$ cat src/rtl/rom_arb_pkg.sv
`default_nettype none
// +-----------------------------------------------------------------+
// | rom_arb_pkg : shared constants for the ROM port arbiter         |
// | rev 1.0                                                         |
// +-----------------------------------------------------------------+
package rom_arb_pkg;

    localparam int DEF_ADDR_W = 12;
    localparam int DEF_DATA_W = 32;

    localparam logic PORT_FETCH = 1'b0;
    localparam logic PORT_DATA  = 1'b1;

    localparam logic [0:0] ST_IDLE = 1'b0;
    localparam logic [0:0] ST_READ = 1'b1;

endpackage
`default_nettype wire

$ cat src/rtl/rr_arbiter2.sv
`default_nettype none
// +-----------------------------------------------------------------+
// | rr_arbiter2 : two-way round-robin pick, pointer held by parent  |
// | rev 1.0                                                         |
// +-----------------------------------------------------------------+
module rr_arbiter2
    import rom_arb_pkg::*;
(
    input  logic [1:0] req,
    input  logic       last,
    output logic [1:0] gnt,
    output logic       winner
);

    always_comb begin
        gnt    = 2'b00;
        winner = PORT_FETCH;
        case (req)
            2'b01: begin
                gnt    = 2'b01;
                winner = PORT_FETCH;
            end
            2'b10: begin
                gnt    = 2'b10;
                winner = PORT_DATA;
            end
            2'b11: begin
                // On a tie the port that did not win last time goes next
                winner = ~last;
                gnt    = last ? 2'b01 : 2'b10;
            end
            default: begin
                gnt    = 2'b00;
                winner = PORT_FETCH;
            end
        endcase
    end

endmodule
`default_nettype wire

$ cat src/rtl/rom_port_arbiter.sv
`default_nettype none
// +-----------------------------------------------------------------+
// | rom_port_arbiter : shares one combinational ROM between fetch   |
// | and data ports with programmable wait states.   rev 1.0         |
// +-----------------------------------------------------------------+
module rom_port_arbiter
    import rom_arb_pkg::*;
#(
    parameter int ADDR_W  = DEF_ADDR_W,
    parameter int DATA_W  = DEF_DATA_W,
    parameter int DEPTH   = 4096,
    parameter int RD_WAIT = 0
) (
    input  logic              clk,
    input  logic              rst,
    input  logic              req0,
    input  logic [ADDR_W-1:0] addr0,
    input  logic              flush0,
    output logic              gnt0,
    output logic              rvalid0,
    input  logic              req1,
    input  logic [ADDR_W-1:0] addr1,
    output logic              gnt1,
    output logic              rvalid1,
    output logic [DATA_W-1:0] rdata,
    output logic              rerr,
    output logic              busy,
    output logic [ADDR_W-1:0] rom_addr,
    input  logic [DATA_W-1:0] rom_data
);

    localparam logic [2:0] WAIT_INIT = 3'(RD_WAIT);

    logic [0:0]        state;
    logic [ADDR_W-1:0] addr_q;
    logic              owner;
    logic              last;
    logic              flushed;
    logic [2:0]        cnt;
    logic              in_range;
    logic [1:0]        arb_gnt;
    logic              arb_winner;
    logic              idle;
    logic              grant;

    rr_arbiter2 u_arb (
        .req    ({req1, req0}),
        .last   (last),
        .gnt    (arb_gnt),
        .winner (arb_winner)
    );

    assign idle     = (state == ST_IDLE);
    assign gnt0     = idle & ~rst & arb_gnt[0];
    assign gnt1     = idle & ~rst & arb_gnt[1];
    assign grant    = gnt0 | gnt1;
    assign busy     = ~idle;
    assign rom_addr = addr_q;

    generate
        if (longint'(DEPTH) >= (64'd1 << ADDR_W)) begin : g_full_range
            assign in_range = 1'b1;
        end else begin : g_part_range
            assign in_range = ({1'b0, addr_q} < (ADDR_W+1)'(DEPTH));
        end
    endgenerate

    always_ff @(posedge clk or posedge rst) begin
        if (rst) begin
            state   <= ST_IDLE;
            addr_q  <= '0;
            owner   <= PORT_FETCH;
            last    <= PORT_DATA;
            cnt     <= 3'd0;
            flushed <= 1'b0;
            rvalid0 <= 1'b0;
            rvalid1 <= 1'b0;
            rdata   <= '0;
            rerr    <= 1'b0;
        end else begin
            rvalid0 <= 1'b0;
            rvalid1 <= 1'b0;
            case (state)
                ST_IDLE: begin
                    if (grant) begin
                        addr_q  <= arb_winner ? addr1 : addr0;
                        owner   <= arb_winner;
                        last    <= arb_winner;
                        cnt     <= WAIT_INIT;
                        flushed <= flush0 & (arb_winner == PORT_FETCH);
                        state   <= ST_READ;
                    end
                end
                ST_READ: begin
                    if (flush0) begin
                        flushed <= 1'b1;
                    end
                    if (cnt != 3'd0) begin
                        cnt <= cnt - 3'd1;
                    end else begin
                        if (in_range) begin
                            rdata <= rom_data;
                            rerr  <= 1'b0;
                        end else begin
                            rdata <= '0;
                            rerr  <= 1'b1;
                        end
                        // A flush seen on the capture edge itself still cancels
                        if (owner == PORT_DATA) begin
                            rvalid1 <= 1'b1;
                        end else begin
                            rvalid0 <= ~(flushed | flush0);
                        end
                        state <= ST_IDLE;
                    end
                end
                default: state <= ST_IDLE;
            endcase
        end
    end

endmodule
`default_nettype wire

$ cat config.mk
export PLATFORM = sky130hd
export DESIGN_NAME = rom_port_arbiter
export DESIGN_NICKNAME = d
export VERILOG_FILES = /design/src/rtl/rom_arb_pkg.sv /design/src/rtl/rr_arbiter2.sv /design/src/rtl/rom_port_arbiter.sv
export SDC_FILE = /design/constraint.sdc
export NUM_CORES = 1
export LEC_CHECK = 0
export BUFFER_PORTS_ARGS = -buffer_cell sky130_fd_sc_hd__buf_2
export CAP_MARGIN = 30
export CORE_UTILIZATION = 49
export CTS_CLUSTER_DIAMETER = 100
export CTS_CLUSTER_SIZE = 28
export DETAILED_ROUTE_END_ITERATION = 8
export GPL_TIMING_DRIVEN = 1
export HOLD_SLACK_MARGIN = 0.02
export PLACE_DENSITY_LB_ADDON = 0.25
export RECOVER_POWER = 100
export REMOVE_ABC_BUFFERS = 1
export SYNTH_ARGS = -nofsm -noshare
export SYNTH_HDL_FRONTEND = slang
export SYNTH_SLANG_ARGS = --single-unit
$ cat constraint.sdc
create_clock -name clk -period 3.6 [get_ports clk]
set_input_delay 0.54 -clock clk [delete_from_list [all_inputs] [get_ports clk]]
set_output_delay 0.54 -clock clk [all_outputs]
set_load 0.02 [all_outputs]
**Word-level counts from Yosys, hierarchy flattened**

Cells that the tools add are included.

- Logic and storage cells: 52
- Bits in registers: 53
- Bits of input ports: 61
- Output and inout port bits: 50

- Add/sub/neg operators: 1
- Reductions and logical operators: 5
- Multiplexer cells: 19
- Bitwise logic cells: 12
- Equality and inequality tests: 6

Operators by type and width:

| kind | count |
|---|---|
| $mux W12 | 1 |
| $mux W1 | 10 |
| $reduce_and A2 Y1 | 4 |
| $mux W3 | 2 |
| $not A1 Y1 | 6 |
| $pmux W1 S2 | 3 |
| $pmux W2 S3 | 1 |
| $pmux W3 S2 | 1 |
| $and A1 B1 Y1 | 4 |
| $eq A2 B2 Y1 const B | 2 |
| $ne A2 B1 Y1 const B | 2 |
| $reduce_bool A3 Y1 | 1 |
| $sub A3 B1 Y3 const B | 1 |
| $eq A2 B1 Y1 const B | 1 |
| $mux W2 | 1 |
| $ne A2 B2 Y1 const B | 1 |
| $or A1 B1 Y1 | 2 |

**Depth between registers and ports, before layout**

Gate-level depths: netlist of the first run.

- Word-level depth: 6
- Gate-level depth with buffers: 6
- Mapped depth without buffers: 6

**Modules after synthesis**

A second synthesis of the first run with hierarchy kept.

- Cell total of the unflattened synthesis: 149
- Area total of the unflattened synthesis: 2262.2 um^2

By module, submodules not included:

| module | area an instance (um^2) | cells an instance | seq. area each (um^2) | instances |
|---|---|---|---|---|
| rom_port_arbiter | 2235.9 | 145 | 1327.5 | 1 |
| rr_arbiter2 | 26.3 | 4 | 0.0 | 1 |

**Least setup slack after synthesis of the first run**

Ideal clock, no wire load.

- Path kind: input -> register
- From: input port rst
- To: register flushed
- Required time: 3.535 ns
- Library setup time: 0.065 ns
- Arrival time: 2.015 ns
- Path slack: 1.519 ns
- Path buffers: 0
- Cell stages on the path: 3
- Cell sequence: inv_1 a31o_1 a22o_1

- Cells in the longest elaborated chain, start to end: 6
- Elaborated cells on any way between the ends: 7
- Those cells by class: eq/ne (1); bitwise (5); reduce/logical (1)

RTL lines:

| what | RTL line | source |
|---|---|---|
| from (decl) | rom_port_arbiter.sv:15 | `input logic rst,` |
| $not A1 Y1 * | rom_port_arbiter.sv:54, rom_port_arbiter.sv:55 |  |
| $and A1 B1 Y1 * | rom_port_arbiter.sv:54, rom_port_arbiter.sv:55 |  |
| $and A1 B1 Y1 (on tied branches) | rom_port_arbiter.sv:54, rom_port_arbiter.sv:55 |  |
| $or A1 B1 Y1 * | rom_port_arbiter.sv:56 | `assign grant = gnt0 \| gnt1;` |
| $ne A2 B1 Y1 (no source line) * | -- |  |
| $reduce_and A2 Y1 (no source line) * | -- |  |
| to (signal assigned) | rom_port_arbiter.sv:90 | `flushed <= flush0 & (arb_winner == PORT_FETCH);` |
| to (decl) | rom_port_arbiter.sv:38 | `logic flushed;` |

Every way passes the cells marked *; elsewhere a longest branch is shown, timed or not.
A chain may end at the register's enable or synchronous reset.

**Final worst setup path of the first run**

- From: register state, in the netlist busy
- To: output port gnt0

- Cells in the longest elaborated chain, start to end: 3

RTL lines:

| what | RTL line | source |
|---|---|---|
| from (decl) | rom_port_arbiter.sv:34 | `logic [0:0] state;` |
| from (signal assigned) | rom_port_arbiter.sv:70 | `state <= ST_IDLE;` |
| from (signal assigned) | rom_port_arbiter.sv:91 | `state <= ST_READ;` |
| from (signal assigned) | rom_port_arbiter.sv:114 | `state <= ST_IDLE;` |
| $not A1 Y1 (no source line) | -- |  |
| $and A1 B1 Y1 (2 in series) | rom_port_arbiter.sv:54 | `assign gnt0 = idle & ~rst & arb_gnt[0];` |
| to (decl) | rom_port_arbiter.sv:19 | `output logic gnt0,` |

Every way passes these cells.

==> results of run 1 <==
[synth_stat cells]
library cell,n
or2_1,2
o22ai_1,2
buf_2,3
inv_1,4
nor2_2,1
nor2_1,3
mux2i_1,1
nand2_1,27
buf_4,4
a21boi_2,1
nand2_2,1
buf_6,3
nor2_4,1
dfrtp_1,52
conb_1,1
and3_1,1
mux2_2,3
a22o_1,1
a31o_1,1
o21ai_1,1
nor4_1,1
dfstp_2,1
mux2_4,29
ha_1,2
a21oi_1,15
a31oi_1,13
a21bo_2,1
nand2b_1,1
[per-stage QoR]
stage,utilization [%],setup slack (ns),cells
floorplan,-,1.52,166
finish,62.6,1.06,336
CTS,66.6,1.38,336
global placement,64.1,1.51,328
global route,62.6,0.726,336
detailed placement,64.6,1.50,329
[report_power, final]
group          internal [mW]  leakage, nW  total [mW]  switching, mW
Combinational          0.135        0.611       0.388          0.254
Sequential             0.698        0.623       0.753         0.0549
Clock                  0.152       0.0433       0.332          0.180
Total                  0.985         1.28        1.47          0.489
[state kept, by name (all words and copies together) (netlist names)]
| register | flops |
|---|---|
| busy | 1 |
| cnt | 3 |
| flushed | 1 |
| last | 1 |
| owner | 1 |
| rdata | 32 |
| rom_addr | 12 |
| rvalid0 | 1 |
| rvalid1 | 1 |
[path summary, 6_finish.rpt]
check / startpoint / to / slack, ns / cells after the start
setup / recovery: busy$_DFF_PP0_ / gnt0 / 1.06 / 4
hold / removal: rst / flushed$_DFFE_PP0P_ / 0.40 / 2
setup reg to reg: cnt[0]$_DFFE_PP0P_ / rdata[29]$_DFFE_PP0P_ / 1.83 / 6
hold reg to reg: flushed$_DFFE_PP0P_ / rvalid0$_DFF_PP0_ / 0.44 / 1
max in group asynchronous: rst / rom_addr[1]$_DFFE_PP0P_ / 1.22 / 3
min in group clk: flush0 / rvalid0$_DFF_PP0_ / 0.41 / 2
[routing by layer]
layer,GRT usage [%],vias to the layer above,share of wire (%)
li1,-,825,-
met1,24.3,824,42
met2,32.1,84,48
met3,5.84,6,8.3
met4,6.89,0,1.4
met5,0,-,0
[cell families (layout without fill, tap and decap cells)]
family,Yosys count,count (layout)
adder cells (fa/ha/maj),2,2
other,1,1
flip-flops,53,53
multiplexers,33,33
AND/OR/NAND/NOR,38,38
buffers and inverters,14,122
AO/OA/AOI/OAI,35,35
[area by class of cell]
cell class	instances	area, sq um
timing repair buffer	111	508
clock buffer	6	82.6
inverter	4	15.0
clock inverter	1	7.51
tap	52	65.1
multi-input combinational	109	778
sequential	53	1330
fill	404	1660
==> metrics.cfg, run 1 <==
[clock_tree]
cts_sinks=53
post_cts_buffers=0
cts_tree=done
clk_latency_ns=0.30
clk_path_buf_depth=2
hold_buffers=0
path_clk_slew_ns=0.09
clk_root_buffer_cell=clkbuf_8
htreeDepth=2
ctsResizeCount=0
cts_made_buffers=5

[yosys]
ys_seq_elements=53
synth_top_cell_by_area=dfrtp_1
synth_cell_types=28
yosys.area_share.simple_pct=7.26
syn_inst=176
synth_top_family_by_area=multiplexers
synthesis.area_sq_um=2310
yosysWarnings=0
synthMuxAreaShare_pct=20.7
synthXorXnorAreaFrac_pct=0
synth.top_cell.area_share_pct=56.3
yosys-top-cells-area=dfrtp_1 56%, mux2_4 19%, nand2_1 4.4%, a31oi_1 3.5%, a21oi_1 3.3%
synthAdderAreaFrac_pct=1.08
ys_seq_area_share_pct=57.5
synth_compound_area_share_pct=9.21
avgSynthCellArea_sq_um=13.1

[die]
row_count=24
die_x_um=70.7
io_pins=111
core-area_sq_um=4440
die_area_sq_um=4990
die_h_um=70.7
start_util_pct=52.0

[cells_and_area]
area_growth_pct=20.5
fin_area_sq_um=2780
drive_above_1_share_pct=26.4
fin_nets=347
mostFrequentLayoutCell=buf_2
final_cell_mix=60 x buf_2, 52 x dfrtp_1, 50 x clkbuf_1
antennaDiodeCount=0

[status]
violations=DRC, capacitance limit, slew limit
status=complete, but fails checks

[grt]
grt_max_degree=32
antenna_found_initial=0
gr-total-overflow=0
grt_pass1_wl_um=7510
grt_pass1_vias=1676
grtUsageTotal_pct=19.4

[setup_path]
endpoint_kind=output pin
max_stage_delay_ns=0.72
crit_family=simple AND/OR/NAND/NOR gates
crit_required_ns=3.06
path_buf_inv=1
critical_path_class=flop to output pin
crit_fanout=16
worstPathArrival_ns=2.00
path_cells=nor2_1 -> nand2_1 -> nor2_1 -> clkbuf_1
crit_slowest_cell=nor2_1
path_common_cell=nor2_1
startpoint_type=flop

[routing]
routedWlPerCell_um=13.3
dr.pass1.iters=6
num_vias=1739
viasPerCell=5.18
first_iter_violations=88
finalWirelength_um=4470
postRouteAntennaNets=0
drc=18

[power]
p_leak_nw=1.28
total_power_mw=1.47
ir_drop_mv=0.250
power_density_nw_per_um2=529

[timing]
max-slew-margin-rel_pct=-8.94
setup_viol=0
final_hold_viol_count=0
rsz0062_at_grt=false
drv_slew=32
finClkSkew_ns=0.00343
post-route-period-util_pct=70.6
max_freq_ghz=0.393
fin_setup_tns_ns=0
fin_crit_ns=2.54
worst_pin_slew_ns=1.63
hold_ws_ns=0.396

[run]
maxCapViolCount=1

[placed_design]
port_buffers=109
gp_congestion=0.701
placed_area_sq_um=2870
dp_hpwl_um=3360

[worst_hold_path]
hold_class=input port to async pin

Note: power is estimated with default switching activity, not from simulation.
==> run 2: changes to the inputs <==
- CORE_UTILIZATION: 49 -> 46
- clock period: 3.6 -> 2.56 ns (I/O delays scaled with it)
==> metrics.cfg, run 2 (synthesis gave the netlist of run 1 again) <==
[timing]
fin_crit_ns=1.94
drv_slew=0
max-slew-margin-rel_pct=15.7
hold_ws_ns=0.272
worst_pin_slew_ns=1.26
fin_setup_tns_ns=0
final_hold_viol_count=0
rsz0062_at_grt=false
finClkSkew_ns=0.00480
setup_viol=0
post-route-period-util_pct=76.0
max_freq_ghz=0.514

[die]
die_x_um=72.9
start_util_pct=48.3
core-area_sq_um=4790
row_count=25
die_h_um=72.9
io_pins=111
die_area_sq_um=5310

[clock_tree]
path_clk_slew_ns=0.09
cts_sinks=53
clk_root_buffer_cell=clkbuf_8
clk_latency_ns=0.29
hold_buffers=0
cts_tree=done
htreeDepth=2
ctsResizeCount=0
clk_path_buf_depth=2
post_cts_buffers=0
cts_made_buffers=5

[setup_path]
critical_path_class=flop to output pin
endpoint_kind=output pin
crit_required_ns=2.18
crit_slowest_cell=dfstp_1
startpoint_type=flop
ff2ff_path_depth=3
crit_fanout=15
r2r_start=busy$_DFF_PP0_
worstPathArrival_ns=1.56
cp-startpoint=last$_DFFE_PP1P_
max_stage_delay_ns=0.60
reg2reg_slack_ns=0.76
path_cells=a21bo_1 -> nor2_1 -> buf_2

[cells_and_area]
regMostFlops=rdata
final_cell_mix=60 x buf_2, 52 x dfrtp_1, 49 x clkbuf_1
area_growth_pct=23.7
mostFrequentLayoutCell=buf_2
largest_reg_flops=32
final.fill_count=475
drive_above_1_share_pct=27.2
fin_nets=349
antennaDiodeCount=0
fin_cells=354
post-route-util_pct=59.7
fin_area_sq_um=2860

[routing]
first_iter_violations=79
dr.pass1.iters=4
routedWlPerCell_um=13.3
postRouteAntennaNets=0
finalWirelength_um=4690
num_vias=1710
viasPerCell=4.83
drc=0

[power]
ir_drop_mv=0.320
p_leak_nw=1.31
power_density_nw_per_um2=790

[worst_hold_path]
holdCritStartpoint=flush0
hold_depth=2
hold_class=input port to flop

[grt]
gr-total-overflow=0
grtUsageTotal_pct=18.5
grt_pass1_vias=1582
met2_usage_pct=29.7
met3_usage_pct=4.56
grtUsageMet1_pct=24.7
grt_pass1_wl_um=7510
grt-busiest-layer=met2
grt_max_degree=54
antenna_found_initial=0

[placed_design]
placed_area_sq_um=2900
gp_congestion=0.710
port_buffers=109
dp_hpwl_um=3460
place_inst=346

[run]
maxCapViolCount=0

[status]
status=finished clean

==> run 2: power by group <==
| group | switching (mW) | internal (mW) | total [mW] |
|---|---|---|---|
| Sequential | 0.0808 | 0.980 | 1.06 |
| Combinational | 0.358 | 0.193 | 0.550 |
| Clock | 0.258 | 0.388 | 0.647 |
==> run 2: layout make-up <==
cell class / count / area [sq um] / share of cell area (%)
clock buffer: 5 / 68.8 / 2.41
clock inverter: 3 / 65.1 / 2.28
inverter: 4 / 15.0 / 0.525
multi-input combinational: 109 / 773 / 27.1
sequential: 53 / 1330 / 46.5
tap: 67 / 83.8 / 2.93
timing repair buffer: 113 / 524 / 18.3
==> run 2: critical path: cells and delay by family (launching register included) <==
kind | cells | cell delay, ns
flip-flops | 1 | 0.60
AO/OA/AOI/OAI | 1 | 0.43
buffers and inverters | 1 | 0.17
AND/OR/NAND/NOR | 1 | 0.07
==> run 2: final timing paths <==
kind	end
min	rvalid0$_DFF_PP0_
min reg2reg	rvalid0$_DFF_PP0_
max in group asynchronous	rdata[3]$_DFFE_PP0P_
max reg2reg	rom_addr[0]$_DFFE_PP0P_
max	gnt1
min in group asynchronous	owner$_DFFE_PP0P_
==> run 2: metal layers <==
metal / vias to the layer above / part of all wire [%]
li1: 830 / -
met1: 794 / 44
met2: 81 / 47
met3: 5 / 7.5
met4: 0 / 1.0
met5: - / 0
==> run 2: stage by stage <==
step | power, mW | setup WS (ns)
final | 2.26 | 0.615
after global routing | 2.38 | 0.506
after CTS | 2.40 | 0.698
after detailed placement | 1.75 | 0.839
after global placement | 1.74 | 0.867
after floorplan | 1.50 | 0.635
==> run 3: changes to the inputs <==
- clock period: 2.56 -> 1.8 ns (I/O delays scaled with it)
==> metrics.cfg, run 3 (synthesis gave the netlist of run 1 again) <==
[setup_path]
endpoint_kind=output pin
worstPathArrival_ns=1.41
crit_fanout=15
critical_path_class=flop to output pin
startpoint_type=flop
cp-endpoint=gnt1
r2r_end=rdata[27]$_DFFE_PP0P_
crit_required_ns=1.53
cp-startpoint=last$_DFFE_PP1P_
r2r_start=cnt[0]$_DFFE_PP0P_
reg2reg_slack_ns=0.17
ff2ff_path_depth=6

[grt]
grt_max_degree=54
grt_pass1_vias=1674
grtUsageTotal_pct=19.2
gr-total-overflow=0
antenna_found_initial=0
grt_pass1_wl_um=7780

[clock_tree]
path_clk_slew_ns=0.09
clk_path_buf_depth=2
cts_sinks=53
cts_tree=done
htreeDepth=2
cts_made_buffers=5
post_cts_buffers=0
clk_root_buffer_cell=clkbuf_8
hold_buffers=0
clk_latency_ns=0.30
ctsResizeCount=0

[timing]
finClkSkew_ns=0.00824
setup_viol=0
max-slew-margin-rel_pct=16.4
post-route-period-util_pct=93.3
fin_crit_ns=1.68
worst_pin_slew_ns=1.25
hold_ws_ns=0.150
final_hold_viol_count=0
layout_setup_ws_ns=0.121
max_freq_ghz=0.596
rsz0062_at_grt=false
fin_setup_tns_ns=0
drv_slew=0

[die]
core-area_sq_um=4790
row_count=25
io_pins=111
start_util_pct=48.3
die_area_sq_um=5310
die_h_um=72.9
die_x_um=72.9

[routing]
finalWirelength_um=4790
num_vias=1730
viasPerCell=4.86
postRouteAntennaNets=0
first_iter_violations=71
drc=0
routedWlPerCell_um=13.4
dr.pass1.iters=4

[placed_design]
pre_cts_ws_ns=0.123
gp_congestion=0.704
placed_area_sq_um=2930
port_buffers=109
place_inst=348
dp_hpwl_um=3580

[cells_and_area]
post-route-util_pct=59.5
fin_nets=351
regMostFlops=rdata
fin_cells=356
final_cell_mix=59 x buf_2, 52 x dfrtp_1, 50 x clkbuf_1
mostFrequentLayoutCell=buf_2
fin_area_sq_um=2850
antennaDiodeCount=0
largest_reg_flops=32
final.fill_count=481
area_growth_pct=23.2
drive_above_1_share_pct=29.4

[power]
p_sw_share_pct=33.4
power_density_nw_per_um2=1050
power_frac_comb_pct=26.6
clockPowerShare_pct=22.9
total_power_mw=3.00
ir_drop_mv=0.487
internal_power_mw=1.99
pwr-share-seq_pct=50.5
p_switching_mw=1.00
p_leak_nw=1.31

[worst_hold_path]
hold_class=input port to flop

[run]
maxCapViolCount=0

[status]
status=finished clean

[run 3: worst min path at each step]
| stage | slack [ns] | endpoint | cells after the start | from |
|---|---|---|---|---|
| 2_1_floorplan | 0.34 | last$_DFFE_PP1P_ | 1 | req0 |
| 3_3_place_gp | 0.44 | rvalid0$_DFF_PP0_ | 1 | flushed$_DFFE_PP0P_ |
| 3_5_place_dp | 0.45 | rvalid0$_DFF_PP0_ | 1 | flushed$_DFFE_PP0P_ |
| 4_1_cts | 0.14 | rvalid0$_DFF_PP0_ | 2 | flush0 |
| 5_1_grt | 0.14 | rvalid0$_DFF_PP0_ | 2 | flush0 |
| 6_report | 0.15 | rvalid0$_DFF_PP0_ | 2 | flush0 |
[run 3: cell type report]
cell class / instances / area, sq um / area share, %
well taps: 67 / 83.8 / 2.95
clock buffers: 6 / 82.6 / 2.90
repair buffers: 115 / 531 / 18.6
flip-flops and latches: 53 / 1330 / 46.7
multi-input cells: 109 / 792 / 27.8
inverters: 4 / 15.0 / 0.528
clock inverters: 2 / 13.8 / 0.484
[run 3: metal layers]
metal / GRT usage, % / part of all wire, % / vias up / routed length, um
li1: - / - / 838 / -
met1: 23.8 / 43 / 809 / 2040
met2: 32.3 / 48 / 77 / 2300
met3: 6.35 / 8.4 / 6 / 401
met4: 5.23 / 1.0 / 0 / 48
met5: 0 / 0 / - / 0
[run 3: power by group through the flow]
stage | Sequential, mW | Clock (mW) | Combinational [mW]
2_1_floorplan | 1.76 | 0 | 0.373
3_3_place_gp | 1.53 | 0 | 0.949
3_5_place_dp | 1.53 | 0 | 0.965
4_1_cts | 1.51 | 0.710 | 0.969
5_1_grt | 1.54 | 0.759 | 0.872
6_report | 1.51 | 0.686 | 0.797
[run 3: worst max-delay path: stages (launching register included)]
cell	delay [ns]
dfstp_2	0.57
a21bo_2	0.32
nor2_1	0.07
clkbuf_2	0.16
